**src/rtl/int_vec_ctrl.sv**
```systemverilog
// Interrupt/PC sequencing controller: owns the PC, takes vectored, nestable
// interrupt entries from edge-triggered sources and returns on eret.
module int_vec_src (
  input  logic clk,
  input  logic reset,
  input  logic req,
  input  logic clr,
  output logic pend
);
  logic req_q;

  // A fresh edge wins over a same-cycle clear, so a re-request is never lost.
  always_ff @(posedge clk or posedge reset) begin
    if (reset) begin
      req_q <= 1'b0;
      pend  <= 1'b0;
    end else begin
      req_q <= req;
      pend  <= (req & ~req_q) | (pend & ~clr);
    end
  end
endmodule

module int_vec_ctrl #(
  parameter int               WIDTH      = 32,
  parameter int               N_SRC      = 4,
  parameter int               NEST_DEPTH = 2,
  parameter logic [WIDTH-1:0] RESET_PC   = '0,
  parameter logic [WIDTH-1:0] VEC_BASE   = 'h4,
  parameter int               VEC_STRIDE = 4,
  parameter logic [N_SRC-1:0] EN_RESET   = '1
) (
  input  logic             clk,
  input  logic             reset,
  input  logic [N_SRC-1:0] int_req,
  input  logic             en_we,
  input  logic [N_SRC-1:0] en_wdata,
  input  logic             eret,
  input  logic [WIDTH-1:0] pc_next,
  output logic [WIDTH-1:0] pc,
  output logic [WIDTH-1:0] epc_top,
  output logic [3:0]       cur_src,
  output logic [3:0]       depth,
  output logic [N_SRC-1:0] pending,
  output logic             int_taken
);
  logic [N_SRC-1:0] enable;
  logic [N_SRC-1:0] eligible;
  logic [N_SRC-1:0] clr;
  logic [3:0]       win;
  logic             do_ret;
  logic             take;
  logic [WIDTH-1:0] vec_pc;
  logic [WIDTH-1:0] epc_stk [NEST_DEPTH];
  logic [3:0]       src_stk [NEST_DEPTH];

  int_vec_src u_src [N_SRC-1:0] (
    .clk   (clk),
    .reset (reset),
    .req   (int_req),
    .clr   (clr),
    .pend  (pending)
  );

  assign eligible = pending & enable;

  // Lowest index wins: scan downward so the last hit is the smallest.
  always_comb begin
    win = '0;
    for (int i = N_SRC - 1; i >= 0; i--)
      if (eligible[i]) win = 4'(i);
  end

  always_comb begin
    epc_top = '0;
    cur_src = 4'hF;
    for (int i = 0; i < NEST_DEPTH; i++)
      if (int'(depth) == i + 1) begin
        epc_top = epc_stk[i];
        cur_src = src_stk[i];
      end
  end

  assign do_ret = eret && (depth != 4'd0);
  assign take   = !do_ret && (eligible != '0) && (int'(depth) < NEST_DEPTH) &&
                  ((depth == 4'd0) || (win < cur_src));
  assign vec_pc = VEC_BASE + WIDTH'(VEC_STRIDE) * WIDTH'(win);

  always_comb begin
    clr = '0;
    for (int i = 0; i < N_SRC; i++)
      clr[i] = take && (win == 4'(i));
  end

  always_ff @(posedge clk or posedge reset) begin
    if (reset) begin
      pc        <= RESET_PC;
      enable    <= EN_RESET;
      depth     <= 4'd0;
      int_taken <= 1'b0;
      for (int i = 0; i < NEST_DEPTH; i++) begin
        epc_stk[i] <= '0;
        src_stk[i] <= 4'hF;
      end
    end else begin
      int_taken <= take;
      if (en_we) enable <= en_wdata;
      if (do_ret) begin
        pc    <= epc_top;
        depth <= depth - 4'd1;
      end else if (take) begin
        pc    <= vec_pc;
        depth <= depth + 4'd1;
        for (int i = 0; i < NEST_DEPTH; i++)
          if (int'(depth) == i) begin
            epc_stk[i] <= pc_next;
            src_stk[i] <= win;
          end
      end else begin
        pc <= pc_next;
      end
    end
  end
endmodule

```
**config.mk**
```make
export PLATFORM = sky130hd
export DESIGN_NAME = int_vec_ctrl
export DESIGN_NICKNAME = d
export VERILOG_FILES = /design/src/rtl/int_vec_ctrl.sv
export SDC_FILE = /design/constraint.sdc
export NUM_CORES = 1
export LEC_CHECK = 0
export CORE_ASPECT_RATIO = 0.75
export CORE_UTILIZATION = 63
export DETAILED_ROUTE_END_ITERATION = 12
export DONT_BUFFER_PORTS = 1
export HOLD_SLACK_MARGIN = 0.03
export PLACE_DENSITY = 0.79
export SYNTH_ARGS = -nofsm -noshare
export SYNTH_HDL_FRONTEND = slang
export SYNTH_HIERARCHICAL = 1
export SYNTH_SLANG_ARGS = --single-unit
```
**constraint.sdc**
```tcl
create_clock -name clk -period 4.3 [get_ports clk]
set_input_delay 0.86 -clock clk [delete_from_list [all_inputs] [get_ports clk]]
set_output_delay 0.86 -clock clk [all_outputs]
set_load 0.02 [all_outputs]
```
**After elaboration in Yosys (flattened, before gate mapping)**

Index checks and enable logic that the tools add are counted.

- Register bits: 121
- Word-level logic and storage cells: 78
- Input port bits: 44

- Eq/ne operators: 5
- Reduce and logical (&&, ||, !) cells: 18
- Add/sub/neg operators: 3
- Bitwise logic cells: 22
- $lt $le $gt $ge: 2
- Muxes and demuxes: 12

Operators by type and width:

| cell | count |
|---|---|
| 32-bit 2-to-1 mux | 4 |
| 4-bit 2-to-1 mux | 7 |
| 4-bit by 2-bit equality test with 1-bit output (second input constant) | 3 |
| 4-bit zero test | 3 |
| 1-bit NOT | 9 |
| 1-bit AND | 8 |
| 1-bit logical AND | 8 |
| 4-bit nonzero test | 2 |
| 3-bit by 6-bit adder with 7-bit output (first input constant) | 1 |
| 3-bit AND reduction | 2 |
| 4-bit by 1-bit adder with 4-bit output (second input constant) | 1 |
| 4-bit AND | 1 |
| 4-bit by 1-bit equality test with 1-bit output (second input constant) | 1 |
| 4-bit by 3-bit equality test with 1-bit output (second input constant) | 1 |
| 4-bit by 2-bit less-than comparator with 1-bit output (second input constant) | 1 |
| 4-bit less-than comparator | 1 |
| 1-bit bitwise OR | 4 |
| 4-bit by 1-bit subtractor with 4-bit output (second input constant) | 1 |
| 2-bit 2-to-1 mux | 1 |
| 2-bit nonzero test | 1 |
| 1-bit zero test | 1 |
| 1-bit logical OR | 1 |

**Longest topological paths before layout**

Gate-level depths: netlist of the first run.

- Depth after elaboration: 12
- Gate-level depth with buffers: 12
- Depth with buffers taken out: 10

**Hierarchy**

Netlist of the first run, hierarchy kept.

By module, submodules not included:

| module | sequential area each (um^2) | cells each | instances | area each (um^2) |
|---|---|---|---|---|
| int_vec_ctrl | 2790.2 | 405 | 1 | 4932.2 |
| int_vec_src | 50.0 | 6 | 4 | 73.8 |

**Worst setup path after synthesis of the first run**

Ideal clock, no wire load.

- Path kind: reg2reg
- Start point: reg depth[0]
- End point: reg epc_stk[10] in the netlist's numbering
- Buffers on the path: 2
- Cell stages (with the launch flop): 11
- Library setup time: 0.125 ns
- Clock period less this slack: 2.827 ns
- Slack: 1.473 ns
- Arrival: 2.702 ns
- Path through: dfrtp_1 buf_4 clkinv_1 nand3_1 o22a_1 inv_1 ha_1 and2_1 a211oi_4 buf_6 mux2_2

- Cells in the longest elaborated chain, start to end: 7
- Elaborated cells between the ends (all ways): 16

Ends and longest elaborated chain:

| element | line | text |
|---|---|---|
| from (decl) | 43 | `output logic [3:0] depth,` |
| from (signal assigned) | 110 | `depth <= depth - 4'd1;` |
| from (signal assigned) | 113 | `depth <= depth + 4'd1;` |
| 4-bit by 2-bit equality test with 1-bit output | 78 | `if (int'(depth) == i + 1) begin` |
| 4-bit 2-to-1 mux | 78 |  |
| 4-bit 2-to-1 mux (*) | 78 |  |
| named net cur_src[1] | 42 | `output logic [3:0] cur_src,` |
| 4-bit less-than comparator (*) | 86 | `((depth == 4'd0) \|\| (win < cur_src));` |
| 1-bit logical OR (*) | 86 |  |
| 1-bit logical AND (*) | 85 | `assign take = !do_ret && (eligible != '0) && (int'(depth) < NEST_DEPTH) &&` |
| 3-bit AND reduction (no source line) (*) | -- |  |
| to (signal, indexed assignment) | 116 | `epc_stk[i] <= pc_next;` |
| to (decl) | 54 | `logic [WIDTH-1:0] epc_stk [NEST_DEPTH];` |

Mark *: on every way through the listed nets, which the timed path passes. The rest lies on a longest branch.
A chain may end at the register's enable or synchronous reset.

**Worst setup path in the final report of the first run**

- Start point: reg depth[0]
- End point: reg epc_stk[30] in the netlist's numbering

Same word-level chain as after synthesis.

==> results.md, run 1 <==
- Total Power: 4.69 mW
- Sequential Power Share: 0.434
- F_max: 297 MHz
- CTS tree: yes
- Simple-gate area share of the yosys netlist: 0.0814
- Fin. max-slew vios: 0
- Switching Share: 0.360
- Layout cell share with drive strength beyond 1: 0.312
- Initial DRC count: 201
- Multiplexer share of the synthesized area: 0.163
- CP Class: reg -> reg
- Gpl congestion: 0.819
- Pwr/cell area: 800 nW/um2
- Vias in the first global route: 3,465
- Rows: 28
- Diodes inserted: 0
- Post-synth top flop: dfrtp_1
- Clock skew: 0.00819 ns
- Seq/Total Area, Yosys: 0.572
- Root Driver: clkbuf_8
- Post-cts resize count: 0
- Max FO, Critical Path: 35
- Syn avg cell area: 12.2 um2
- Unrepaired setup endpoints after global routing: false
- Critical Path RT: 4.68 ns
- Post-synthesis instance area: 5230 um2
- Leakage power: 2.62 nW
- Fin crit share: 0.783
- All-Layer GR Usage: 0.276
- EDFF count, synth: 0
- Layout fillers: 514
- Final Hold Fails: 0
- Antenna violations before repair: 0
- Startpoint Class: register
- Distinct cells, synth: 49
- Syn_nets: 477
- Maxcap violations: 0
- Asr flop ratio synth: 1.00
- Largest net degree at the start of global routing: 70
- Total Die Area: 8670 um2
- Mapped Cells: 429
- Final setup fails: 0
- Total number of vias: 3,391
- GRT Residual Overflow: 0
- Clock Tree Buf Depth: 2
- CTS buffer count: 17
- DR DRC count: 0
- First drt pass iteration count: 4
- Crit path time final: 3.37 ns
- # nets final: 477
- First-pass GRT wire length: 17,700 um
- Post-Synth Adder-Cell Area: 0.0110
- Die Ht: 80.9 um
- Net Sw Power: 1.69 mW
- Internal: 3.00 mW
- Comb power frac: 0.278
- Core footprint: 7950 um2
- Hold Buf Count CTS: 0
- Layout Area Growth over Synthesis: 12.2%
- Die X: 107 um
- Internal reg-to-reg setup slack: 0.93 ns
- Pin slew with the least headroom to its limit: 0.892 ns
- Reg clk slew, reported paths: 0.06 ns
- Final setup TNS: 0 ns
- Avg WL per Cell: 20.4 um
- Vias per inst: 6.20
- Antenna viol nets, final: 0
- Rel. slew slack: 0.403
- Compound-Gate Fraction of Synth Area: 0.127
- Synthesis-stage register bit count: 119
- Total Wirelength: 11,200 um
- Clk_lat worst skew: 0.50 ns
- Synthesis Warnings: 6
- Status: finished, final reports clean
- Ports: 121
- Main combinational cell family by area after synthesis: multiplexers
- DP Wirelength: 6990 um
- Post-CTS setup buffers: 0
- XOR/XNOR Fraction of Synth Area: 0.00335
- Peak supply drop: 0.421 mV
- Crit end category: register
- Port buffer count: 0
- Critical path data arrival time: 3.74 ns
- Max H-tree Level: 4
- Clock Power Share: 0.288
- Starting Density: 0.657
- Hold WC Path Type: in -> async
- CTS sink count: 119
==> power groups by stage <==
stage | Clock (mW) | Sequential, mW | Combinational, mW
finish | 1.35 | 2.04 | 1.31
global route | 1.42 | 2.09 | 1.43
CTS | 1.36 | 2.03 | 1.32
detailed placement | 0 | 2.04 | 1.31
global placement | 0 | 2.01 | 1.25
floorplan | 0 | 1.92 | 1.15
==> state kept, by name, indices dropped and copies added, names as in the netlist <==
name and count:
u_src/req_q 4, depth 4, u_src/pend 4, epc_stk 64, pc 32, int_taken 1, src_stk 6, enable 4
==> Yosys cell counts (4+ instances only) <==
cell / n / area [um2]
a22o_1: 32 / 280
and2_1: 5 / 31.3
buf_4: 7 / 52.6
clkbuf_1: 13 / 48.8
dfrtp_1: 109 / 2730
dfstp_2: 10 / 263
inv_1: 17 / 63.8
mux2_2: 72 / 811
nand2_1: 71 / 267
nand3_1: 4 / 20.0
nor3_1: 5 / 25.0
o21ai_0: 26 / 130
o21ai_1: 5 / 25.0
o22ai_2: 4 / 50.1
==> worst paths after layout <==
check	start	endpoint	depth (start not counted)
worst max-delay path	depth[0]	epc_stk[30]	9
min in group clk	int_req[0]	u_src[0]/req_q	0
worst max register to register	depth[0]	epc_stk[30]	9
worst min register to register	u_src[0]/req_q	u_src[0]/pend	1
worst min-delay path	reset	u_src[0]/req_q	1
max in group asynchronous	reset	epc_stk[27]	2
==> per-layer routing <==
layer  GRT usage  up-vias  part of all wire
met2       0.446      146              0.48
li1            -     1506                 -
met3       0.110       12             0.091
met5           0        -                 0
met1       0.343     1727              0.42
met4      0.0945        0            0.0091
==> stage by stage <==
stage / hold slack (ns) / cells / utilization / instance area (um2) / setup slack, ns
after floorplan: 0.426 / 429 / - / 5230 / 0.526
after global placement: 0.431 / 515 / 0.665 / 5290 / 1.04
after detailed placement: 0.435 / 515 / 0.665 / 5290 / 0.947
after CTS: 0.0700 / 547 / 0.737 / 5860 / 0.926
after global routing: 0.0659 / 547 / 0.737 / 5860 / 0.780
final: 0.0959 / 547 / 0.737 / 5860 / 0.932
==> final cells by class <==
class	instances	area [um2]	area share
clock buffer	18	428	0.0730
clock inverter	14	151	0.0258
inverter	20	77.6	0.0132
multi-input combinational	265	2040	0.348
sequential	119	2990	0.510
tap	105	131	0.0224
timing repair buffer	6	45.0	0.00768
==> cells in the final DEF (no fill, tap or decap), types with 4 or more instances in the layout <==
| cell | n |
|---|---|
| a22o_1 | 32 |
| and2_1 | 5 |
| buf_4 | 6 |
| clkbuf_16 | 16 |
| clkinvlp_4 | 5 |
| dfrtp_1 | 109 |
| dfstp_2 | 10 |
| inv_1 | 16 |
| mux2_2 | 72 |
| nand2_1 | 71 |
| nand3_1 | 4 |
| nor3_1 | 5 |
| o21ai_0 | 26 |
| o21ai_1 | 5 |
| o22ai_2 | 4 |
==> cell families (layout without fill, tap and decap cells) <==
group,after synthesis,in the layout
AND/OR/NAND/NOR,97,97
adder cells (fa/ha/maj),4,4
XOR/XNOR,2,2
AO/OA/AOI/OAI,86,86
flip-flops,119,119
buffers and inverters,45,58
multiplexers,76,76
==> worst max-delay path: stages, from the launching register on <==
cell and delay, ns:
dfrtp_1 0.70, clkinv_1 0.40, nand3_1 0.18, o22a_1 0.29, inv_1 0.07, ha_1 0.30
and2_1 0.18, a211oi_4 0.23, buf_4 0.47, mux2_2 0.41
Note: power is estimated with default switching activity, not from simulation.
==> run 2: changes to the inputs <==
--- a/config.mk
+++ b/config.mk
@@ -6,11 +6,11 @@
 export NUM_CORES = 1
 export LEC_CHECK = 0
 export CORE_ASPECT_RATIO = 0.75
-export CORE_UTILIZATION = 63
+export CORE_UTILIZATION = 57
 export DETAILED_ROUTE_END_ITERATION = 12
 export DONT_BUFFER_PORTS = 1
 export HOLD_SLACK_MARGIN = 0.03
-export PLACE_DENSITY = 0.79
+export PLACE_DENSITY = 0.75
 export SYNTH_ARGS = -nofsm -noshare
 export SYNTH_HDL_FRONTEND = slang
 export SYNTH_HIERARCHICAL = 1
==> constraint.sdc (replaced) <==
create_clock -name clk -period 3 [get_ports clk]
set_input_delay 0.6 -clock clk [delete_from_list [all_inputs] [get_ports clk]]
set_output_delay 0.6 -clock clk [all_outputs]
set_load 0.02 [all_outputs]
==> run 2 against run 1 <==
Count of clock-buffer cells in the layout up 2. Largest cell class unchanged. Register-to-register slack worse by 0.62 ns. Largest power group unchanged. Total power increased by 45%. Sequential share of layout area down 0.91 points. Non-clock buffer count is 13 higher. Die area increased by 10%. Clock power up 40%. Global-route usage fell by 1.2 points. Combinational power increased by 60%. Clock skew about the same. Critical path depth shrank 5.
==> results.md, run 2 (synthesis gave the netlist of run 1 again) <==
- Status: finished, final reports clean (unchanged)
- DR DRC count: 0 (unchanged)
- F_max: 362 MHz
- Root Driver: clkbuf_16 (was clkbuf_8)
- Avg WL per Cell: 20.6 um (was 20.4 um)
- Core footprint: 8670 um2 (was 7950 um2)
- Die Ht: 84.9 um (was 80.9 um)
- Final setup TNS: 0 ns (unchanged)
- Gpl congestion: 0.868 (was 0.819)
- Largest net degree at the start of global routing: 72 (was 70)
- Total Die Area: 9560 um2 (was 8670 um2)
- Worst setup path end: epc_top[31] (was epc_stk[30])
- Final instance area: 5970 um2 (was 5860 um2)
- Layout Area Growth over Synthesis: 14.2% (was 12.2%)
- Layout fillers: 628 (was 514)
- Leakage power: 2.69 nW (was 2.62 nW)
- Maxcap violations: 0 (unchanged)
- CTS sink count: 119 (unchanged)
- All-Layer GR Usage: 0.264 (was 0.276)
- Worst R2R Start: u_src[0]/pend (was depth[0])
- Crit end category: output port (was register)
- Reg clk slew, reported paths: 0.06 ns (about the same)
- Hold WC Path Type: in -> async (unchanged)
- Reg area: 2990 um2 (unchanged)
- Total number of vias: 3,450 (was 3,391)
- Sequential Power Share: 0.414 (was 0.434)
- Multi-input logic area: 2040 um2 (unchanged)
- Max reg flops: 64 (unchanged)
- Internal reg-to-reg setup slack: 0.31 ns (was 0.93 ns)
- Final Hold Fails: 0 (unchanged)
- Internal: 4.38 mW (was 3.00 mW)
- Antenna viol nets, final: 0 (unchanged)
- CTS buffer count: 17 (unchanged)
- Max H-tree Level: 4 (unchanged)
- GRT Residual Overflow: 0 (unchanged)
- Utilization after layout: 0.689 (was 0.737)
- Rows: 29 (was 28)
- Vias in the first global route: 3,762 (was 3,465)
- Most common cell after layout, fill and taps aside: dfrtp_1 (unchanged)
- Initial DRC count: 199 (was 201)
- Commonest cells after routing, fill and taps aside: dfrtp_1, mux2_2, nand2_1 (unchanged)
- Total Power: 6.78 mW (was 4.69 mW)
- Layout cell share with drive strength beyond 1: 0.330 (was 0.312)
- Crit path from: depth[1] (was depth[0])
- Fin crit share: 0.920
- RR Endpoint: epc_stk[11] (was epc_stk[30])
- Critical path data arrival time: 2.16 ns (was 3.74 ns)
- # nets final: 490 (was 477)
- Clk_lat worst skew: 0.40 ns (was 0.50 ns)
- Crit path time final: 2.76 ns
- Total Wirelength: 11,600 um (was 11,200 um)
- Starting Density: 0.603 (was 0.657)
- Startpoint Class: register (unchanged)
- First-pass GRT wire length: 19,000 um (was 17,700 um)
- Fin. max-slew vios: 0 (unchanged)
- Post-cts resize count: 0 (unchanged)
- Ports: 121 (unchanged)
- Biggest regs: epc_stk: 64 flops, pc: 32 flops, src_stk: 6 flops (unchanged)
- Port buffer count: 0 (unchanged)
- Most flops, register: epc_stk (unchanged)
- Net Sw Power: 2.40 mW (was 1.69 mW)
- Pwr/cell area: 1140 nW/um2 (was 800 nW/um2)
- Vias per inst: 6.13 (was 6.20)
- Antenna violations before repair: 0 (unchanged)
- Clock Power Share: 0.278 (was 0.288)
- CP Class: reg -> out (was reg -> reg)
- Unrepaired setup endpoints after global routing: false (unchanged)
- Clock Tree Buf Depth: 2 (unchanged)
- First drt pass iteration count: 4 (unchanged)
- Final setup fails: 0 (unchanged)
- Comb power frac: 0.308 (was 0.278)
- DP Wirelength: 7600 um (was 6990 um)
- Pin slew with the least headroom to its limit: 0.596 ns (was 0.892 ns)
- Placed inst area: 5390 um2 (was 5290 um2)
- Switching Share: 0.355 (was 0.360)
- Diodes inserted: 0 (unchanged)
- CTS tree: yes (unchanged)
- Clock skew: 0.00858 ns (was 0.00819 ns)
- Max FO, Critical Path: 32 (was 35)
- Peak supply drop: 0.642 mV (was 0.421 mV)
- Worst-case reg-to-reg path depth: 8 (was 9)
- Critical Path RT: 2.40 ns (was 4.68 ns)
- Rel. slew slack: 0.602 (was 0.403)
- Die X: 113 um (was 107 um)
run 2: changes by cell type in the layout (fill, tap and decap cells not counted), sizes merged:
cell,before,now
inv,21,19
bufinv,2,1
clkinvlp,5,3
dlygate4sd3,0,1
buf,6,18
clkinv,6,9
clkbuf,18,20
run 2: worst min-delay path by stage:
stage	from	to	slack, ns	cells after the start
global placement	reset	u_src[3]/pend	0.34	1
finish	reset	epc_stk[33]	0.09	1
global route	reset	pc[4]	0.12	1
detailed placement	reset	u_src[0]/pend	0.35	1
floorplan	reset	u_src[0]/pend	0.34	1
CTS	reset	epc_stk[33]	0.09	1
run 2: power groups by stage:
| stage | registers (mW) | clock network (mW) | logic, mW |
|---|---|---|---|
| 2_1_floorplan | 2.76 | 0 | 1.65 |
| 3_3_place_gp | 2.79 | 0 | 1.99 |
| 3_5_place_dp | 2.83 | 0 | 2.08 |
| 4_1_cts | 2.81 | 1.92 | 2.10 |
| 5_1_grt | 2.88 | 1.99 | 2.26 |
| 6_report | 2.81 | 1.89 | 2.09 |
run 2: per-layer routing:
| metal | global-route usage | up-vias | wire length (um) | part of all wire |
|---|---|---|---|---|
| met5 | 0 | - | 0 | 0 |
| met3 | 0.0850 | 24 | 1010 | 0.087 |
| met4 | 0.130 | 0 | 291 | 0.025 |
| li1 | - | 1533 | - | - |
| met1 | 0.342 | 1739 | 4930 | 0.42 |
| met2 | 0.406 | 154 | 5390 | 0.46 |
run 2: cell type report:
type | instances | area share
flip-flops and latches | 119 | 0.501
multi-input cells | 265 | 0.342
clock buffers | 20 | 0.0782
repair buffers | 19 | 0.0264
well taps | 108 | 0.0226
clock inverters | 12 | 0.0170
inverters | 20 | 0.0132
run 2: repair_timing:
item	in CTS	in global routing
hold buffers	1	0
setup buffers	0	0
hold endpoints to repair	8	0
endpoints found under the setup margin	0	0
run 2: worst max-delay path: stages, from the launching register on:
cell	delay (ns)
dfrtp_1	0.45
buf_4	0.22
nor4b_2	0.28
buf_4	0.40
a22o_1	0.39
run 2: stage by stage:
stage / hold slack [ns] / setup slack, ns / instances
after floorplan: 0.341 / 0.173 / 429
after global routing: 0.118 / 0.117 / 563
after CTS: 0.0905 / 0.213 / 563
after global placement: 0.344 / 0.468 / 530
final: 0.0914 / 0.240 / 563
after detailed placement: 0.348 / 0.349 / 530
